File: config.mk
export PLATFORM = sky130hd
export DESIGN_NAME = npu_job_sequencer_flat
export DESIGN_NICKNAME = d
export VERILOG_FILES = /design/src/rtl/npu_job_sequencer_if.sv /design/src/rtl/npu_job_sequencer.sv /design/src/flat_wrapper.sv
export SDC_FILE = /design/constraint.sdc
export NUM_CORES = 1
export LEC_CHECK = 0
export CAP_MARGIN = 20
export CORE_AREA = 3 3 60 62
export DETAILED_ROUTE_END_ITERATION = 12
export DIE_AREA = 0 0 63 65
export PLACE_DENSITY = 0.88
export SYNTH_ARGS = -nofsm -noshare
export SYNTH_HDL_FRONTEND = slang
export SYNTH_SLANG_ARGS = --single-unit
File: constraint.sdc
create_clock -name clk -period 3 [get_ports clk]
set_input_delay 0.6 -clock clk [delete_from_list [all_inputs] [get_ports clk]]
set_output_delay 0.6 -clock clk [all_outputs]
set_load 0.01 [all_outputs]
File: src/rtl/npu_job_sequencer_if.sv
// Write-channel, PE control and status signals of the NPU job sequencer.
// master = packet source / PE side, slave = the sequencer.
interface npu_job_sequencer_if #(
  parameter int RD_CH = 2
);
  logic             wr_sop_weight, wr_eop_weight, wr_vld_weight, err_weight;
  logic             wr_sop_data,   wr_eop_data,   wr_vld_data,   err_data;
  logic             clear;
  logic [RD_CH-1:0] rd_sop;
  logic             rd_eop;
  logic             save_sop, save_finish, busy, timeout_err;

  modport master (
    output wr_sop_weight, wr_eop_weight, wr_vld_weight,
           wr_sop_data, wr_eop_data, wr_vld_data, rd_eop,
    input  err_weight, err_data, clear, rd_sop,
           save_sop, save_finish, busy, timeout_err
  );

  modport slave (
    input  wr_sop_weight, wr_eop_weight, wr_vld_weight,
           wr_sop_data, wr_eop_data, wr_vld_data, rd_eop,
    output err_weight, err_data, clear, rd_sop,
           save_sop, save_finish, busy, timeout_err
  );
endinterface

File: src/rtl/npu_job_sequencer.sv
// NPU job sequencer: per-channel packet length check, job-set counting and the
// EXEC/SAVE/WAIT/DONE job FSM. Define NPU_WAIT_TIMEOUT_EN to bound the WAIT state.

// One write channel: frames sop..eop, counts vld beats, flags good/bad packets.
module npu_pkt_chk #(
  parameter int LEN = 10
) (
  input  logic clk,
  input  logic rst_n,
  input  logic sop_i,
  input  logic eop_i,
  input  logic vld_i,
  output logic good_o,
  output logic err_o
);
  localparam int            LW    = $clog2(LEN + 2);
  localparam logic [LW-1:0] LEN_V = LW'(LEN);
  localparam logic [LW-1:0] OVF_V = LW'(LEN + 1);

  logic          open_q, open_d;
  logic          err_q, err_d;
  logic [LW-1:0] len_q, len_d;
  logic [LW-1:0] base, cur;

  // Beat count sticks at LEN+1 so an overlong packet can never wrap back to LEN.
  always_comb begin
    base   = sop_i ? '0 : len_q;
    cur    = (vld_i && base != OVF_V) ? base + LW'(1) : base;
    open_d = open_q;
    len_d  = len_q;
    good_o = 1'b0;
    err_d  = sop_i && open_q;
    if (eop_i) begin
      open_d = 1'b0;
      len_d  = '0;
      if ((sop_i || open_q) && cur == LEN_V) good_o = 1'b1;
      else                                   err_d  = 1'b1;
    end else if (sop_i || open_q) begin
      open_d = 1'b1;
      len_d  = cur;
    end
  end

  always_ff @(posedge clk or negedge rst_n) begin
    if (!rst_n) begin
      open_q <= 1'b0;
      len_q  <= '0;
      err_q  <= 1'b0;
    end else begin
      open_q <= open_d;
      len_q  <= len_d;
      err_q  <= err_d;
    end
  end

  assign err_o = err_q;
endmodule

module npu_job_sequencer #(
  parameter int DATA_PKTS   = 3,
  parameter int WEIGHT_PKTS = 1,
  parameter int DATA_LEN    = 10,
  parameter int WEIGHT_LEN  = 36,
  parameter int COMPUTE_CYC = 24,
  parameter int RD_CH       = 2,
  parameter int TIMEOUT_CYC = 256
) (
  input logic                 clk,
  input logic                 rst_n,
  npu_job_sequencer_if.slave  job_if
);
  localparam int DCW = $clog2(DATA_PKTS + 1);
  localparam int WCW = $clog2(WEIGHT_PKTS + 1);
  localparam int ECW = $clog2(COMPUTE_CYC + 1);

  if (DATA_PKTS < 1 || WEIGHT_PKTS < 1 || DATA_LEN < 1 || WEIGHT_LEN < 1 ||
      COMPUTE_CYC < 1 || RD_CH < 1 || TIMEOUT_CYC < 1) begin : g_bad_param
    $error("npu_job_sequencer: all parameters must be >= 1");
  end

  typedef enum logic [4:0] {
    IDLE = 5'b00001,
    EXEC = 5'b00010,
    SAVE = 5'b00100,
    WAIT = 5'b01000,
    DONE = 5'b10000
  } state_e;

  state_e         state_q, state_d;
  logic [ECW-1:0] exec_cnt_q, exec_cnt_d;
  logic [DCW-1:0] data_cnt_q, data_cnt_d;
  logic [WCW-1:0] wt_cnt_q, wt_cnt_d;
  logic           good_data, good_wt, err_data, err_wt;
  logic           data_full, wt_full, job_start;
  logic           clear_q, clear_d, save_sop_q, save_sop_d;
  logic           save_fin_q, save_fin_d, busy_q, busy_d;
`ifdef NPU_WAIT_TIMEOUT_EN
  localparam int TCW = $clog2(TIMEOUT_CYC + 1);
  logic [TCW-1:0] wait_cnt_q, wait_cnt_d;
  logic           tmo_hit, tmo_q;
`endif

  npu_pkt_chk #(.LEN(DATA_LEN)) u_chk_data (
    .clk    (clk),
    .rst_n  (rst_n),
    .sop_i  (job_if.wr_sop_data),
    .eop_i  (job_if.wr_eop_data),
    .vld_i  (job_if.wr_vld_data),
    .good_o (good_data),
    .err_o  (err_data)
  );

  npu_pkt_chk #(.LEN(WEIGHT_LEN)) u_chk_wt (
    .clk    (clk),
    .rst_n  (rst_n),
    .sop_i  (job_if.wr_sop_weight),
    .eop_i  (job_if.wr_eop_weight),
    .vld_i  (job_if.wr_vld_weight),
    .good_o (good_wt),
    .err_o  (err_wt)
  );

  // Job-set counters: saturate when full, reload with the same-cycle good eop on job start.
  assign data_full = (data_cnt_q == DCW'(DATA_PKTS));
  assign wt_full   = (wt_cnt_q == WCW'(WEIGHT_PKTS));
  assign job_start = (state_q == IDLE) && data_full && wt_full;

  always_comb begin
    data_cnt_d = data_cnt_q;
    wt_cnt_d   = wt_cnt_q;
    if (job_start)                   data_cnt_d = DCW'(good_data);
    else if (good_data && !data_full) data_cnt_d = data_cnt_q + DCW'(1);
    if (job_start)                   wt_cnt_d   = WCW'(good_wt);
    else if (good_wt && !wt_full)     wt_cnt_d   = wt_cnt_q + WCW'(1);
  end

  always_ff @(posedge clk or negedge rst_n) begin
    if (!rst_n) state_q <= IDLE;
    else        state_q <= state_d;
  end

  always_comb begin
    state_d = state_q;
`ifdef NPU_WAIT_TIMEOUT_EN
    tmo_hit = 1'b0;
`endif
    unique case (state_q)
      IDLE: if (job_start) state_d = EXEC;
      EXEC: if (exec_cnt_q == ECW'(COMPUTE_CYC - 1)) state_d = SAVE;
      SAVE: state_d = WAIT;
      WAIT: begin
        if (job_if.rd_eop) state_d = DONE;
`ifdef NPU_WAIT_TIMEOUT_EN
        else if (wait_cnt_q == TCW'(TIMEOUT_CYC - 1)) begin
          state_d = DONE;
          tmo_hit = 1'b1;
        end
`endif
      end
      DONE:    state_d = IDLE;
      default: state_d = IDLE;
    endcase
  end

  // Outputs are decoded from the next state so every pulse lines up with its state.
  always_comb begin
    clear_d    = (state_d == EXEC) && (state_q != EXEC);
    save_sop_d = (state_d == SAVE);
    save_fin_d = (state_d == DONE);
    busy_d     = (state_d != IDLE);
    exec_cnt_d = (state_q == EXEC) ? exec_cnt_q + ECW'(1) : '0;
`ifdef NPU_WAIT_TIMEOUT_EN
    wait_cnt_d = (state_q == WAIT) ? wait_cnt_q + TCW'(1) : '0;
`endif
  end

  always_ff @(posedge clk or negedge rst_n) begin
    if (!rst_n) begin
      exec_cnt_q <= '0;
      data_cnt_q <= '0;
      wt_cnt_q   <= '0;
      clear_q    <= 1'b0;
      save_sop_q <= 1'b0;
      save_fin_q <= 1'b0;
      busy_q     <= 1'b0;
    end else begin
      exec_cnt_q <= exec_cnt_d;
      data_cnt_q <= data_cnt_d;
      wt_cnt_q   <= wt_cnt_d;
      clear_q    <= clear_d;
      save_sop_q <= save_sop_d;
      save_fin_q <= save_fin_d;
      busy_q     <= busy_d;
    end
  end

`ifdef NPU_WAIT_TIMEOUT_EN
  always_ff @(posedge clk or negedge rst_n) begin
    if (!rst_n) begin
      wait_cnt_q <= '0;
      tmo_q      <= 1'b0;
    end else begin
      wait_cnt_q <= wait_cnt_d;
      tmo_q      <= tmo_hit;
    end
  end
  assign job_if.timeout_err = tmo_q;
`else
  assign job_if.timeout_err = 1'b0;
`endif

  assign job_if.err_data    = err_data;
  assign job_if.err_weight  = err_wt;
  assign job_if.clear       = clear_q;
  assign job_if.rd_sop      = {RD_CH{clear_q}};
  assign job_if.save_sop    = save_sop_q;
  assign job_if.save_finish = save_fin_q;
  assign job_if.busy        = busy_q;
endmodule
File: src/flat_wrapper.sv
// flat-port wrapper written by rule: the top's interface ports become plain ports
module npu_job_sequencer_flat 
#(
  parameter int DATA_PKTS   = 3,
  parameter int WEIGHT_PKTS = 1,
  parameter int DATA_LEN    = 10,
  parameter int WEIGHT_LEN  = 36,
  parameter int COMPUTE_CYC = 24,
  parameter int RD_CH       = 2,
  parameter int TIMEOUT_CYC = 256
)
  (clk, rst_n, job_if_wr_sop_weight, job_if_wr_eop_weight, job_if_wr_vld_weight, job_if_wr_sop_data, job_if_wr_eop_data, job_if_wr_vld_data, job_if_rd_eop, job_if_err_weight, job_if_err_data, job_if_clear, job_if_rd_sop, job_if_save_sop, job_if_save_finish, job_if_busy, job_if_timeout_err);
  npu_job_sequencer_if #(.RD_CH(RD_CH)) job_if_i ();
  input logic clk;
  input logic rst_n;
  input wire logic [$bits(job_if_i.wr_sop_weight)-1:0] job_if_wr_sop_weight;
  input wire logic [$bits(job_if_i.wr_eop_weight)-1:0] job_if_wr_eop_weight;
  input wire logic [$bits(job_if_i.wr_vld_weight)-1:0] job_if_wr_vld_weight;
  input wire logic [$bits(job_if_i.wr_sop_data)-1:0] job_if_wr_sop_data;
  input wire logic [$bits(job_if_i.wr_eop_data)-1:0] job_if_wr_eop_data;
  input wire logic [$bits(job_if_i.wr_vld_data)-1:0] job_if_wr_vld_data;
  input wire logic [$bits(job_if_i.rd_eop)-1:0] job_if_rd_eop;
  output wire logic [$bits(job_if_i.err_weight)-1:0] job_if_err_weight;
  output wire logic [$bits(job_if_i.err_data)-1:0] job_if_err_data;
  output wire logic [$bits(job_if_i.clear)-1:0] job_if_clear;
  output wire logic [$bits(job_if_i.rd_sop)-1:0] job_if_rd_sop;
  output wire logic [$bits(job_if_i.save_sop)-1:0] job_if_save_sop;
  output wire logic [$bits(job_if_i.save_finish)-1:0] job_if_save_finish;
  output wire logic [$bits(job_if_i.busy)-1:0] job_if_busy;
  output wire logic [$bits(job_if_i.timeout_err)-1:0] job_if_timeout_err;
  assign job_if_i.wr_sop_weight = job_if_wr_sop_weight;
  assign job_if_i.wr_eop_weight = job_if_wr_eop_weight;
  assign job_if_i.wr_vld_weight = job_if_wr_vld_weight;
  assign job_if_i.wr_sop_data = job_if_wr_sop_data;
  assign job_if_i.wr_eop_data = job_if_wr_eop_data;
  assign job_if_i.wr_vld_data = job_if_wr_vld_data;
  assign job_if_i.rd_eop = job_if_rd_eop;
  assign job_if_err_weight = job_if_i.err_weight;
  assign job_if_err_data = job_if_i.err_data;
  assign job_if_clear = job_if_i.clear;
  assign job_if_rd_sop = job_if_i.rd_sop;
  assign job_if_save_sop = job_if_i.save_sop;
  assign job_if_save_finish = job_if_i.save_finish;
  assign job_if_busy = job_if_i.busy;
  assign job_if_timeout_err = job_if_i.timeout_err;
  npu_job_sequencer #(.DATA_PKTS(DATA_PKTS), .WEIGHT_PKTS(WEIGHT_PKTS), .DATA_LEN(DATA_LEN), .WEIGHT_LEN(WEIGHT_LEN), .COMPUTE_CYC(COMPUTE_CYC), .RD_CH(RD_CH), .TIMEOUT_CYC(TIMEOUT_CYC)) u_core (.clk(clk), .rst_n(rst_n), .job_if(job_if_i));
endmodule
==> flow_summary.yaml, run 1 <==
timing:
  skew_ps: 11.36
  timing.fmax_ghz: 0.3723
  hold_ws_ps: 483.3
  tns_ps: 0
  finalCritPeriodShare: 0.8954
  finalCriticalPeriod_ps: 2686
  final_max_slew_viol_count: 0
  worst_pin_slew_ps: 544.1
  hold_viol: 0
  slew_headroom: 0.6279
  setup_viol: 0
  rsz0062_at_grt: "no"
yosys:
  synth_area_sq_um: 1695
  avgSynthCellArea_sq_um: 9.633
  synth.area.top_cells: "dfrtp_1 44%, nor2_1 4.4%, ha_1 3.7%"
  seq_area_frac_synth: 0.4583
  synth_edf_count: 0
  ys_warn_count: 0
  ys_types: 46
  synth.ff_latch_count: 31
  yosysTopAreaCell: "dfrtp_1"
  ys_async_sr_fraction: 1.000
  syn_inst: 176
  synth_top_cell_area_share: 0.4428
  synth_flop_cell: "dfrtp_1"
  synth_fp_nets: 190
worst_hold_path:
  min-delay-path-class: "register to register"
cts:
  htreeDepth: 2
  post_cts_resize_count: 0
  post_cts_buffers: 0
  insertion_delay_ps: 330
  clk_path_buf_depth: 2
  clkTransAtPathRegs_ps: 100
  cts_tree: "built"
  cts_made_buffers: 5
  cts.sinks: 31
  hold_buffers: 0
  cts-root-buf: "clkbuf_4"
place:
  post-dp-hpwl_um: 2689
  port_buffers: 16
  place.gp.congestion: 0.8626
power_and_ir_drop:
  vdd_drop_max_uv: 310.7
  p_total_mw: 0.7700
  power.leakage_nw: 0.8672
  power-per-cell-area_nw_per_um2: 387.8
drt:
  drc_errors: 0
  vias_per_cell: 5.798
  ant_nets: 0
  num_vias: 1409
  drt-initial-drc-count: 111
  wl_per_cell_um: 14.51
  drtPass1Iterations: 4
  wl_um: 3527
flow_run:
  drv_cap: 0
setup_path:
  end_kind: "register"
  cp_slowest_cell: "clkdlybuf4s50_1"
  worstSetupEndpoint: "u_core.data_cnt_q[1]"
  reg2reg_slack_ps: 640
  crit_path_frequent_cell: "mux2_2"
  rr_startpoint: "u_core.u_chk_data.len_q[0]"
  crit_fanout: 5
  critPathMaxStageDelay_ps: 560
  crit_chain: "clkdlybuf4s50_1 -> nor2b_1 -> ha_1 -> a31oi_1 -> mux2_2 -> o41ai_1 -> mux2_2"
  crit_path_start_kind: "input pin"
  regToRegEndpoint: "u_core.data_cnt_q[1]"
  cp.required_ps: 3220
  arrival_ps: 2900
  r2r_cells: 6
  critPathKind: "input pin to register"
  critPathLaunch: "job_if_wr_sop_data"
final_layout:
  layout_common_cells: "30 x dfrtp_1, 20 x nor2_1, 16 x clkdlybuf4s50_1, 12 x inv_1, 11 x nand2_1"
  antennaDiodeCount: 0
  drive_gt1_frac: 0.1357
  syn2layout_area_growth_pct: 17.12
  final_common_cell: "dfrtp_1"
  nNetsFinal: 212
  n_fill_cell: 258
grt:
  antenna_found_initial: 0
  grt_max_degree: 32
  first_global_vias: 1410
  grt_use_total: 0.1921
  grt_pass1_wl_um: 6085
  grt-ovfl-total: 0
die:
  num_io_pins: 18
  fp.dieH_um: 65
  core-area_sq_um: 3078
  start_util: 0.5508
  row_count: 20
  fp.dieW_um: 63
  die-area_sq_um: 4095
status:
  status: "complete, no violations"
per-layer routing:
metal  track usage  wire length [um]  vias up
li1              -                 -      674
met1        0.2069              1361      665
met2        0.3307              1830       56
met3       0.07279               223       14
met4       0.09366               110        0
met5             0                 0        -
through the flow:
stage / area (sq um) / utilization / cells / setup WS [ps]
detailed placement: 1913 / 0.6215 / 235 / -6.213
global placement: 1913 / 0.6215 / 235 / 124.7
floorplan: 1695 / - / 176 / 428.6
CTS: 1986 / 0.6451 / 243 / 342.1
finish: 1986 / 0.6451 / 243 / 313.7
global route: 1986 / 0.6451 / 243 / 253.5
state kept, by name, summed over array words and instances, names as in the netlist, 2 cells and up:
register                 cells
u_core.u_chk_wt.len_q        6
u_core.exec_cnt_q            5
u_core.state_q               5
u_core.data_cnt_q            2
u_core.u_chk_data.len_q      4
area by class of cell:
cell class | count | area (sq um) | share of cell area
Multi-Input combinational cell | 126 | 830.8 | 0.4184
Sequential cell | 31 | 777.0 | 0.3913
Timing Repair Buffer | 22 | 205.2 | 0.1033
Clock buffer | 7 | 65.06 | 0.03277
Tap cell | 44 | 55.05 | 0.02773
Inverter | 12 | 45.04 | 0.02268
Clock inverter | 1 | 7.507 | 0.003781
worst max-delay path: cells and delay by family:
family / cells / cell delay, ps
mux: 2 / 780
compound gates: 2 / 640
buf+inv: 1 / 560
fa+ha+maj: 1 / 230
simple gates: 1 / 100
synth_stat cells, types with 2 or more instances:
cell	n
a22o_1	2
nand3_1	6
xnor2_1	4
inv_1	12
nand2b_1	3
mux2_2	2
and3_2	2
and4_1	2
nor3_1	9
a2111oi_0	2
a311oi_1	2
xor2_1	6
a21o_1	2
ha_1	5
a21oi_1	8
nand3b_1	2
o21ai_0	5
nor2b_1	4
nor2_1	20
nand4_1	6
a31oi_1	2
o211ai_1	2
o41ai_1	2
nand2_1	11
a2bb2oi_1	2
dfrtp_1	30
buf_4	4
worst min-delay path by stage:
stage / to / depth (start not counted) / slack (ps) / from
6_report: u_core.exec_cnt_q[0] / 1 / 480 / u_core.exec_cnt_q[0]
4_1_cts: u_core.exec_cnt_q[0] / 1 / 490 / u_core.exec_cnt_q[0]
2_1_floorplan: u_core.data_cnt_q[0] / 0 / 300 / rst_n
3_3_place_gp: u_core.exec_cnt_q[0] / 1 / 450 / u_core.exec_cnt_q[0]
5_1_grt: u_core.exec_cnt_q[0] / 1 / 520 / u_core.exec_cnt_q[0]
3_5_place_dp: u_core.exec_cnt_q[0] / 1 / 470 / u_core.exec_cnt_q[0]
power by group:
group	leakage, nW	switching, mW	internal, mW
clock	0.0375	0.139	0.137
sequential	0.420	0.00749	0.423
combinational	0.410	0.0350	0.0286
kinds of logic after synthesis:
family | count (synthesis) | synth area share
multiplexers | 2 | 0.01328
XOR/XNOR | 10 | 0.05166
buffers and inverters | 19 | 0.05165
flip-flops | 31 | 0.4583
adder cells (fa/ha/maj) | 5 | 0.03690
other | 1 | 0.002212
AO/OA/AOI/OAI | 36 | 0.1587
AND/OR/NAND/NOR | 72 | 0.2273
No activity file was read; power rests on OpenSTA's default activity.
==> run 2: changes to the inputs <==
--- a/config.mk
+++ b/config.mk
@@ -6,10 +6,9 @@
 export NUM_CORES = 1
 export LEC_CHECK = 0
 export CAP_MARGIN = 20
-export CORE_AREA = 3 3 60 62
+export CORE_AREA = 3 3 66 68
 export DETAILED_ROUTE_END_ITERATION = 12
-export DIE_AREA = 0 0 63 65
-export PLACE_DENSITY = 0.88
+export DIE_AREA = 0 0 69 71
 export SYNTH_ARGS = -nofsm -noshare
 export SYNTH_HDL_FRONTEND = slang
 export SYNTH_SLANG_ARGS = --single-unit
==> constraint.sdc (replaced) <==
create_clock -name clk -period 3.15 [get_ports clk]
set_input_delay 0.63 -clock clk [delete_from_list [all_inputs] [get_ports clk]]
set_output_delay 0.63 -clock clk [all_outputs]
set_load 0.01 [all_outputs]
==> flow_summary.yaml, run 2 (synthesized netlist as in run 1, its figures left out) <==
timing:
  timing.fmax_ghz: 0.3616
  final_max_slew_viol_count: 0
  tns_ps: 0
  rsz0062_at_grt: "no"
  hold_viol: 0
  finalCritPeriodShare: 0.8779
  finalCriticalPeriod_ps: 2765
  skew_ps: 3.077
  setup_viol: 0
power_and_ir_drop:
  vdd_drop_max_uv: 299.2
  power-per-cell-area_nw_per_um2: 391.5
  p_total_mw: 0.7818
  power.leakage_nw: 0.8671
final_layout:
  layout_common_cells: "30 x dfrtp_1, 20 x nor2_1, 16 x clkdlybuf4s50_1, 12 x inv_1, 11 x nand2_1"
  largest_reg_flops: 6
  final_area_sq_um: 1997
  nNetsFinal: 210
  antennaDiodeCount: 0
  final_common_cell: "dfrtp_1"
  regMostFlops: "u_core.u_chk_wt.len_q"
  drive_gt1_frac: 0.1218
  syn2layout_area_growth_pct: 17.79
  reg.largest.list: "u_core.u_chk_wt.len_q (6), u_core.exec_cnt_q (5), u_core.state_q (5)"
setup_path:
  crit_path_start_kind: "input pin"
  regToRegEndpoint: "u_core.wt_cnt_q"
  arrival_ps: 2980
  end_kind: "register"
  r2r_cells: 7
  rr_startpoint: "u_core.u_chk_wt.len_q[0]"
  crit_fanout: 9
  cp.required_ps: 3360
  reg2reg_slack_ps: 790
  critPathKind: "input pin to register"
grt:
  grt_max_degree: 32
  grt-ovfl-total: 0
  grt_pass1_wl_um: 5727
  first_global_vias: 1304
  antenna_found_initial: 0
  grt_use_total: 0.1423
drt:
  wl_um: 3177
  drc_errors: 0
  ant_nets: 0
  wl_per_cell_um: 12.86
  drt-initial-drc-count: 58
  vias_per_cell: 5.409
  drtPass1Iterations: 4
  num_vias: 1336
cts:
  cts_tree: "built"
  insertion_delay_ps: 270
  cts.sinks: 31
  post_cts_resize_count: 0
  htreeDepth: 2
  cts_made_buffers: 5
  post_cts_buffers: 0
  cts-root-buf: "clkbuf_8"
  clk_path_buf_depth: 2
  hold_buffers: 0
  clkTransAtPathRegs_ps: 60
worst_hold_path:
  min-delay-start: "u_core.exec_cnt_q[0]"
  holdPathEnd: "u_core.exec_cnt_q[0]"
  holdPathStages: 1
  min-delay-path-class: "register to register"
flow_run:
  drv_cap: 0
status:
  status: "complete, no violations"
place:
  post-dp-hpwl_um: 2362
  place.gp.congestion: 0.8626
  port_buffers: 16
  dpl_cell_area_sq_um: 1906
die:
  start_util: 0.4332
  die-area_sq_um: 4899
  fp.dieH_um: 71
  row_count: 23
  num_io_pins: 18
  fp.dieW_um: 69
  core-area_sq_um: 3914
run 2: changes by cell type in the layout (fill, tap and decap cells not counted):
cell and delta:
buf_4 -2, clkbuf_8 +4, clkbuf_4 -5, clkinv_2 +1, clkinvlp_4 -1, clkbuf_1 +1
run 2: worst max path at each step:
stage / from / to / slack (ps) / cells after the start
after global routing: job_if_wr_sop_weight / u_core.wt_cnt_q / 240 / 8
after detailed placement: job_if_wr_sop_weight / u_core.wt_cnt_q / 120 / 8
final: job_if_wr_sop_weight / u_core.wt_cnt_q / 380 / 8
after floorplan: job_if_wr_sop_data / u_core.data_cnt_q[1] / 550 / 7
after global placement: job_if_wr_sop_data / u_core.data_cnt_q[1] / 190 / 7
after CTS: job_if_wr_sop_weight / u_core.wt_cnt_q / 390 / 8
run 2: worst max-delay path, cell delays in order:
cell             delay (ps)
clkdlybuf4s50_1         470
nor2b_1                 270
ha_1                    210
nand3b_1                110
o31a_4                  340
or3b_1                  380
a2111oi_2               380
a22o_1                  180
run 2: per-stage QoR:
step / worst slack [ps] / utilization / hold WS, ps / instances
2_1_floorplan: 548.6 / - / 334.4 / 176
3_3_place_gp: 188.5 / 0.4869 / 443.3 / 239
3_5_place_dp: 122.0 / 0.4869 / 496.6 / 239
4_1_cts: 385.1 / 0.5102 / 506.0 / 247
5_1_grt: 236.6 / 0.5102 / 536.0 / 247
6_report: 384.8 / 0.5102 / 495.5 / 247
run 2: cell type report:
type / instances / area, sq um
Timing Repair Buffer: 20 / 190.2
Sequential cell: 31 / 777.0
Fill cell: 383 / 1917
Clock inverter: 1 / 5.005
Multi-Input combinational cell: 126 / 830.8
Tap cell: 50 / 62.56
Inverter: 12 / 45.04
Clock buffer: 7 / 86.33
run 2: layer usage:
| layer | part of all wire | track usage | routed length [um] |
|---|---|---|---|
| met2 | 0.47 | 0.2373 | 1488 |
| met5 | 0 | 0 | 0 |
| met4 | 0.0054 | 0.04772 | 17 |
| met3 | 0.055 | 0.04119 | 176 |
| met1 | 0.47 | 0.1776 | 1496 |
run 2: report_power, final:
group | leakage (nW) | internal (mW) | switching [mW]
clock network | 0.0482 | 0.176 | 0.137
logic | 0.399 | 0.0265 | 0.0317
registers | 0.420 | 0.404 | 0.00717
==> run 3: changes to the inputs <==
==> constraint.sdc (replaced) <==
create_clock -name clk -period 3 [get_ports clk]
set_input_delay 0.6 -clock clk [delete_from_list [all_inputs] [get_ports clk]]
set_output_delay 0.6 -clock clk [all_outputs]
set_load 0.01 [all_outputs]
==> flow_summary.yaml, run 3 (synthesized netlist as in run 1, its figures left out) <==
die:
  row_count: 23
  fp.dieW_um: 69
  start_util: 0.4332
  die-area_sq_um: 4899
  fp.dieH_um: 71
  core-area_sq_um: 3914
  num_io_pins: 18
timing:
  finalCritPeriodShare: 0.8969
  timing.fmax_ghz: 0.3717
  hold_viol: 0
  final_max_slew_viol_count: 0
  setup_viol: 0
  finalCriticalPeriod_ps: 2691
  skew_ps: 6.251
  tns_ps: 0
  layout_setup_ws_ps: 309.3
  rsz0062_at_grt: "no"
cts:
  cts_tree: "built"
  cts.sinks: 31
  post_cts_buffers: 0
  clkTransAtPathRegs_ps: 70
  cts_made_buffers: 5
  htreeDepth: 2
  hold_buffers: 0
  post_cts_resize_count: 0
  cts-root-buf: "clkbuf_8"
  insertion_delay_ps: 280
  clk_path_buf_depth: 2
drt:
  wl_um: 3263
  wl_per_cell_um: 13.05
  ant_nets: 0
  drt-initial-drc-count: 61
  drtPass1Iterations: 5
  vias_per_cell: 5.384
  drc_errors: 0
  num_vias: 1346
final_layout:
  antennaDiodeCount: 0
  reg.largest.list: "u_core.u_chk_wt.len_q (6), u_core.exec_cnt_q (5), u_core.state_q (5)"
  syn2layout_area_growth_pct: 18.75
  regMostFlops: "u_core.u_chk_wt.len_q"
  nNetsFinal: 213
  final_common_cell: "dfrtp_1"
  multiInputGateArea_sq_um: 830.8
  layout_common_cells: "30 x dfrtp_1, 20 x nor2_1, 16 x clkdlybuf4s50_1, 12 x inv_1, 11 x nand2_1"
  final_area_sq_um: 2013
  n_fill_cell: 378
  largest_reg_flops: 6
  instances_no_fill: 250
  regArea_sq_um: 777.0
  drive_gt1_frac: 0.1350
grt:
  grt_max_degree: 32
  antenna_found_initial: 0
  first_global_vias: 1346
  grt_pass1_wl_um: 6051
  grt_use_total: 0.1518
  grt-ovfl-total: 0
worst_hold_path:
  holdPathStages: 1
  min-delay-start: "u_core.exec_cnt_q[0]"
  holdPathEnd: "u_core.exec_cnt_q[0]"
  min-delay-path-class: "register to register"
setup_path:
  regToRegEndpoint: "u_core.data_cnt_q[1]"
  crit_chain: "clkdlybuf4s50_1 -> nor2b_1 -> ha_1 -> a31oi_1 -> mux2_2 -> o41ai_1 -> mux2_2"
  critPathKind: "input pin to register"
  r2r_cells: 6
  cp_top_family: "multiplexers"
  end_kind: "register"
  rr_startpoint: "u_core.u_chk_data.len_q[0]"
  crit_fanout: 5
  reg2reg_slack_ps: 710
  critPathBufInv: 1
  critPathMaxStageDelay_ps: 550
  arrival_ps: 2850
  crit_path_frequent_cell: "mux2_2"
  cp.required_ps: 3160
  crit_path_start_kind: "input pin"
  cp_slowest_cell: "clkdlybuf4s50_1"
place:
  place.gp.congestion: 0.8530
  post-dp-hpwl_um: 2434
  dp_worst_setup_slack_ps: 23.27
  dpl_cell_area_sq_um: 1928
  place_inst: 242
  port_buffers: 16
status:
  status: "complete, no violations"
power_and_ir_drop:
  vdd_drop_max_uv: 258.3
  power-per-cell-area_nw_per_um2: 401.9
  power.leakage_nw: 0.8756
flow_run:
  drv_cap: 0
[run 3: cell types whose count changed in the layout (fill, tap and decap cells not counted)]
| cell | previous run | this run |
|---|---|---|
| clkinvlp_4 | 0 | 1 |
| buf_4 | 4 | 7 |
| clkbuf_8 | 6 | 5 |
[run 3: routing by layer]
| layer | global-route usage | wire [um] | part of all wire | up-vias |
|---|---|---|---|---|
| li1 | - | - | - | 671 |
| met1 | 0.1844 | 1460 | 0.45 | 635 |
| met2 | 0.2574 | 1589 | 0.49 | 34 |
| met3 | 0.04545 | 163 | 0.050 | 6 |
| met4 | 0.05206 | 51 | 0.016 | 0 |
| met5 | 0 | 0 | 0 | - |
[run 3: layout make-up]
cell class | instances | share of cell area
inverters | 12 | 0.02237
repair buffers | 23 | 0.1057
multi-input cells | 126 | 0.4127
clock inverters | 2 | 0.006215
flip-flops and latches | 31 | 0.3860
well taps | 50 | 0.03108
clock buffers | 6 | 0.03605
[run 3: how the worst max path moves through the flow]
stage	end	startpoint	cells past startpoint
final	u_core.data_cnt_q[1]	job_if_wr_sop_data	7
after global routing	u_core.data_cnt_q[1]	job_if_wr_sop_data	7
after CTS	u_core.data_cnt_q[1]	job_if_wr_sop_data	7
after detailed placement	u_core.data_cnt_q[1]	job_if_wr_sop_data	7
after global placement	u_core.data_cnt_q[1]	job_if_wr_sop_data	7
after floorplan	u_core.data_cnt_q[1]	job_if_wr_sop_data	7
[run 3: metrics by stage]
step / total power, mW / util / hold WS (ps)
after floorplan: 0.4671 / - / 304.4
after global placement: 0.5017 / 0.4926 / 443.7
after detailed placement: 0.5032 / 0.4926 / 465.4
after CTS: 0.8269 / 0.5144 / 474.8
after global routing: 0.8552 / 0.5144 / 504.6
final: 0.8091 / 0.5144 / 474.3
[run 3: power breakdown]
| part | switching (mW) | internal, mW |
|---|---|---|
| clock | 0.152 | 0.162 |
| sequential | 0.00773 | 0.424 |
| combinational | 0.0344 | 0.0292 |
